`src/rtl/rv_dbg_pkg.sv`:
```
// Shared debug-block definitions: register-file geometry, the register-dump
// FSM state encoding, and a saturating pointer increment helper.
package rv_dbg_pkg;

    localparam int REG_ADDR_W = 5;
    localparam int XLEN       = 32;

    typedef enum logic [1:0] {
        IDLE  = 2'd0,
        FETCH = 2'd1,
        SEND  = 2'd2,
        DONE  = 2'd3
    } dump_state_t;

    // Next register index, pinned at the last index so the pointer never wraps.
    function automatic logic [REG_ADDR_W-1:0] sat_inc(
        input logic [REG_ADDR_W-1:0] p,
        input logic [REG_ADDR_W-1:0] lim
    );
        sat_inc = (p >= lim) ? lim : p + 1'b1;
    endfunction

endpackage

```
`src/rtl/reg_dump_ctrl.sv`:
```
// Register-file dump controller: on start, walks register indices
// FIRST_REG..LAST_REG through a combinational read port and streams each
// value out over a valid/ready interface, one word per cycle when the
// consumer keeps up. The read address always looks one register ahead of
// the word on the stream so the next word can be captured on the handshake.
module reg_dump_ctrl
    import rv_dbg_pkg::*;
#(
    parameter int FIRST_REG = 0,
    parameter int LAST_REG  = 31
) (
    input  logic                  clk,
    input  logic                  rst,
    input  logic                  start,
    input  logic                  abort,
    output logic [REG_ADDR_W-1:0] rf_raddr,
    input  logic [XLEN-1:0]       rf_rdata,
    output logic                  out_valid,
    input  logic                  out_ready,
    output logic [XLEN-1:0]       out_data,
    output logic [REG_ADDR_W-1:0] out_idx,
    output logic                  out_last,
    output logic                  busy,
    output logic                  done
);

    localparam logic [REG_ADDR_W-1:0] FIRST_A = REG_ADDR_W'(FIRST_REG);
    localparam logic [REG_ADDR_W-1:0] LAST_A  = REG_ADDR_W'(LAST_REG);

    dump_state_t           state;
    dump_state_t           state_nxt;
    logic [REG_ADDR_W-1:0] ptr;
    logic [REG_ADDR_W-1:0] ptr_nxt;
    logic [REG_ADDR_W-1:0] ptr_inc;
    logic                  valid_nxt;
    logic [XLEN-1:0]       data_nxt;
    logic [REG_ADDR_W-1:0] idx_nxt;
    logic                  last_nxt;
    logic                  done_nxt;

    assign ptr_inc = sat_inc(ptr, LAST_A);
    assign busy    = (state == FETCH) || (state == SEND);

    // Read address: current pointer while fetching, one ahead while sending.
    always_comb begin
        rf_raddr = FIRST_A;
        case (state)
            FETCH:   rf_raddr = ptr;
            SEND:    rf_raddr = ptr_inc;
            default: rf_raddr = FIRST_A;
        endcase
    end

    // Next-state, pointer and stream-register update; abort beats a handshake.
    always_comb begin
        state_nxt = state;
        ptr_nxt   = ptr;
        valid_nxt = out_valid;
        data_nxt  = out_data;
        idx_nxt   = out_idx;
        last_nxt  = out_last;
        done_nxt  = 1'b0;
        case (state)
            IDLE: begin
                if (start) begin
                    state_nxt = FETCH;
                    ptr_nxt   = FIRST_A;
                end
            end
            FETCH: begin
                if (abort) begin
                    state_nxt = IDLE;
                    ptr_nxt   = FIRST_A;
                end else begin
                    state_nxt = SEND;
                    valid_nxt = 1'b1;
                    data_nxt  = rf_rdata;
                    idx_nxt   = ptr;
                    last_nxt  = (ptr == LAST_A);
                end
            end
            SEND: begin
                if (abort) begin
                    state_nxt = IDLE;
                    ptr_nxt   = FIRST_A;
                    valid_nxt = 1'b0;
                    last_nxt  = 1'b0;
                end else if (out_valid && out_ready) begin
                    if (ptr == LAST_A) begin
                        state_nxt = DONE;
                        ptr_nxt   = FIRST_A;
                        valid_nxt = 1'b0;
                        last_nxt  = 1'b0;
                        done_nxt  = 1'b1;
                    end else begin
                        ptr_nxt  = ptr_inc;
                        data_nxt = rf_rdata;
                        idx_nxt  = ptr_inc;
                        last_nxt = (ptr_inc == LAST_A);
                    end
                end
            end
            DONE: begin
                state_nxt = IDLE;
            end
            default: begin
                state_nxt = IDLE;
                ptr_nxt   = FIRST_A;
                valid_nxt = 1'b0;
                last_nxt  = 1'b0;
            end
        endcase
    end

    // FSM state register.
    always_ff @(posedge clk or posedge rst) begin
        if (rst) begin
            state <= IDLE;
        end else begin
            state <= state_nxt;
        end
    end

    // Pointer and registered stream outputs.
    always_ff @(posedge clk or posedge rst) begin
        if (rst) begin
            ptr       <= FIRST_A;
            out_valid <= 1'b0;
            out_data  <= '0;
            out_idx   <= '0;
            out_last  <= 1'b0;
            done      <= 1'b0;
        end else begin
            ptr       <= ptr_nxt;
            out_valid <= valid_nxt;
            out_data  <= data_nxt;
            out_idx   <= idx_nxt;
            out_last  <= last_nxt;
            done      <= done_nxt;
        end
    end

endmodule

```
`config.mk`:
```
export PLATFORM = sky130hd
export DESIGN_NAME = reg_dump_ctrl
export DESIGN_NICKNAME = d
export VERILOG_FILES = /design/src/rtl/rv_dbg_pkg.sv /design/src/rtl/reg_dump_ctrl.sv
export SDC_FILE = /design/constraint.sdc
export NUM_CORES = 1
export LEC_CHECK = 0
export ABC_CLOCK_PERIOD_IN_PS = 3400
export BUFFER_PORTS_ARGS = -buffer_cell sky130_fd_sc_hd__clkbuf_2
export CORE_MARGIN = 2
export CORE_UTILIZATION = 35
export CTS_CLUSTER_SIZE = 24
export DETAILED_ROUTE_END_ITERATION = 8
export HOLD_SLACK_MARGIN = 0.03
export SYNTH_ARGS = -nofsm -noshare
export SYNTH_HDL_FRONTEND = slang
export SYNTH_SLANG_ARGS = --single-unit
export TNS_END_PERCENT = 10
```
`constraint.sdc`:
```
create_clock -name clk -period 3.4 [get_ports clk]
set_clock_uncertainty 0.05 [all_clocks]
set_input_delay 0.34 -clock clk [delete_from_list [all_inputs] [get_ports clk]]
set_output_delay 0.34 -clock clk [all_outputs]
set_load 0.01 [all_outputs]
```
==> results.sh <==
export IMPL_grt_first_pass_wirelength_um=8960
export IMPL_cts_htree_levels=2
export IMPL_synth_nets=303
export IMPL_first_pass_iters=4
export IMPL_synth_seq_area_share_pct=50.5
export IMPL_ir_drop_v=0.000327
export IMPL_post_cts_buffers=0
export IMPL_async_flop_share_pct=100
export IMPL_dp_slack_ns=0.609
export IMPL_grt_remaining_overflow=0
export IMPL_finalSetupViolCount=0
export IMPL_fin_total_pwr_mw=2.31
export IMPL_core_mm2=0.00639
export IMPL_min_to="out_data[2]$_DFFE_PP0P_"
export IMPL_cts_resized_gates=0
export IMPL_arrival_ns=2.46
export IMPL_finalCritPeriodShare_pct=83.7
export IMPL_avgViaCountPerCell=4.83
export IMPL_path_clk_slew_ns=0.08
export IMPL_vias=2010
export IMPL_worstPathMaxFanout=12
export IMPL_cp_end_kind="output pin"
export IMPL_routabilityCongestion=0.871
export IMPL_grt_max_degree=48
export IMPL_cts_sinks=47
export IMPL_synth_top_area_cell="dfrtp_1"
export IMPL_synthesis_area_mm2=0.00233
export IMPL_die_area_mm2=0.00732
export IMPL_routedWlPerCell_um=12.7
export IMPL_cts_buffer_depth=2
export IMPL_track_usage_pct=15.2
export IMPL_powerDensity_mw_per_mm2=808
export IMPL_antennaDiodeCount=0
export IMPL_nFillCells=641
export IMPL_root_buffer="clkbuf_8"
export IMPL_yosys_top_cells_count="nand2_1, dfrtp_1, inv_1, o21ai_0, nor2_1"
export IMPL_final_core_util_pct=44.7
export IMPL_final_hold_viol_count=0
export IMPL_tightest_slew_ns=0.973
export IMPL_r2r_start="ptr[1]$_DFFE_PP0P_"
export IMPL_grt_pass1_vias=1932
export IMPL_synth_cells=260
export IMPL_period_minus_slack_ns=2.85
export IMPL_antenna_found_initial=0
export IMPL_synthTopCellsByArea="dfrtp_1, nand2_1, ha_1"
export IMPL_ant_nets=0
export IMPL_seq_area_mm2=0.00118
export IMPL_reg2reg_slack_ns=0.61
export IMPL_holdPathStages=3
export IMPL_io_buffers=82
export IMPL_io_pins=83
export IMPL_synthToLayoutAreaGrowth_pct=22.6
export IMPL_final_nets=381
export IMPL_dieHeight_um=85.6
export IMPL_initial_core_util_pct=36.5
export IMPL_rows=29
export IMPL_crit_required_ns=3.01
export IMPL_wirelength_um=5270
export IMPL_yosysMostFrequentCell="nand2_1"
export IMPL_r2r_cells=8
export IMPL_hp_class="input port to flop"
export IMPL_die_w_um=85.6
export IMPL_drcViolationCount=0
export IMPL_fin_ws_ns=0.553
export IMPL_cts_buffers=5
export IMPL_final_max_slew_violation_count=0
export IMPL_clk_latency_ns=0.30
export IMPL_r2r_end="out_data[23]$_DFFE_PP0P_"
export IMPL_power_leakage_nw=1.55
export IMPL_worstHoldStart="rf_rdata[2]"
export IMPL_drive_above_1_share_pct=31.6
export IMPL_tns_ns=0
export IMPL_cts_tree="done"
export IMPL_outcome="completed"
export IMPL_hpwl_um=3860
export IMPL_multi_input_area_mm2=0.00101
export IMPL_synth_enable_flop_cells=0
export IMPL_start_kind="flop"
export IMPL_rsz0062_at_grt="no"
export IMPL_syn_avg_cell_area_um2=8.96
export IMPL_yosys_warnings=0
export IMPL_relSlewSlack_pct=35.1
export IMPL_ys_ff_latch=47
export IMPL_path_class="flop to output pin"
export IMPL_cap_viol_max_count=0
export IMPL_synth_distinct_cells=47
export IMPL_yosysTopAreaCellShare_pct=50.5
export IMPL_fmax_mhz=351
export IMPL_drtIter0Drc=53
export IMPL_dominantRegCellSynth="dfrtp_1"
export IMPL_cts_hold_buffers=0
cell families (layout without fill, tap and decap cells):
kind of cell | Yosys count | count (layout) | share of synthesized area, %
buffers and inverters | 24 | 103 | 6.02
xor gates and xnor gates | 1 | 1 | 0.376
DFF | 47 | 47 | 50.5
AOI/OAI and AO/OA | 44 | 44 | 14.1
muxes | 1 | 1 | 0.430
and+or+nand+nor | 137 | 137 | 25.3
adders and majority gates | 6 | 6 | 3.22
power breakdown:
part	leakage, nW	internal (mW)	switching (mW)	total, mW
Sequential	0.599	0.779	0.133	0.912
Clock	0.0484	0.167	0.185	0.352
Combinational	0.904	0.400	0.642	1.04
Total	1.55	1.35	0.960	2.31
metal layers:
layer	up-vias	wire length, um	global-route usage [%]
met5	-	0	0
met1	939	2450	20.5
li1	1008	-	-
met4	0	47	4.33
met3	5	328	4.33
met2	58	2450	23.9
flip-flops by register name, summed over array words and instances, names as in the netlist:
signal	count
out_data	32
out_idx	5
ptr	5
state	2
done	1
out_last	1
out_valid	1
placed cells by master, fill, tap and decap left out, types with 2 or more instances in the layout:
cell type / Yosys / routed
a21o_1: 2 / 2
a21oi_1: 5 / 5
a31oi_1: 2 / 2
and3_1: 2 / 2
buf_4: 2 / 4
clkbuf_2: 0 / 82
clkbuf_8: 0 / 6
dfrtp_1: 47 / 47
ha_1: 6 / 6
inv_1: 9 / 8
nand2_1: 108 / 108
nand2b_1: 4 / 4
nand3_1: 3 / 3
nor2_1: 8 / 8
o211ai_1: 4 / 4
o21ai_0: 9 / 9
o21ai_1: 4 / 4
o22ai_1: 4 / 4
worst max-delay path by stage:
stage / slack [ns] / endpoint / from / cells past startpoint
global placement: 0.74 / out_data[16]$_DFFE_PP0P_ / ptr[0]$_DFFE_PP0P_ / 8
finish: 0.55 / rf_raddr[1] / ptr[0]$_DFFE_PP0P_ / 6
detailed placement: 0.61 / out_data[22]$_DFFE_PP0P_ / ptr[1]$_DFFE_PP0P_ / 8
floorplan: 1.15 / rf_raddr[1] / ptr[0]$_DFFE_PP0P_ / 6
global route: 0.33 / out_data[16]$_DFFE_PP0P_ / ptr[0]$_DFFE_PP0P_ / 8
CTS: 0.55 / rf_raddr[1] / ptr[0]$_DFFE_PP0P_ / 6
metrics by stage:
step / instance area (um^2) / std cells / hold slack [ns]
2_1_floorplan: 2330 / 260 / 0.395
3_3_place_gp: 2760 / 408 / 0.407
3_5_place_dp: 2760 / 408 / 0.412
4_1_cts: 2850 / 416 / 0.169
5_1_grt: 2850 / 416 / 0.168
6_report: 2850 / 416 / 0.177
cell type report:
type                       instances  area share, %
inverter                           9           1.18
clock buffer                       7           3.02
multi-input combinational        189           35.5
tap                               77           3.38
timing repair buffer              86           15.4
sequential                        47           41.2
clock inverter                     1          0.307
critical path, stage by stage (launching register included):
cell and delay (ns):
dfrtp_1 0.48, ha_1 0.32, and3_2 0.24, ha_1 0.33
a211oi_1 0.45, o21ai_0 0.18, clkbuf_2 0.15
(Power assumes the default switching activity.)
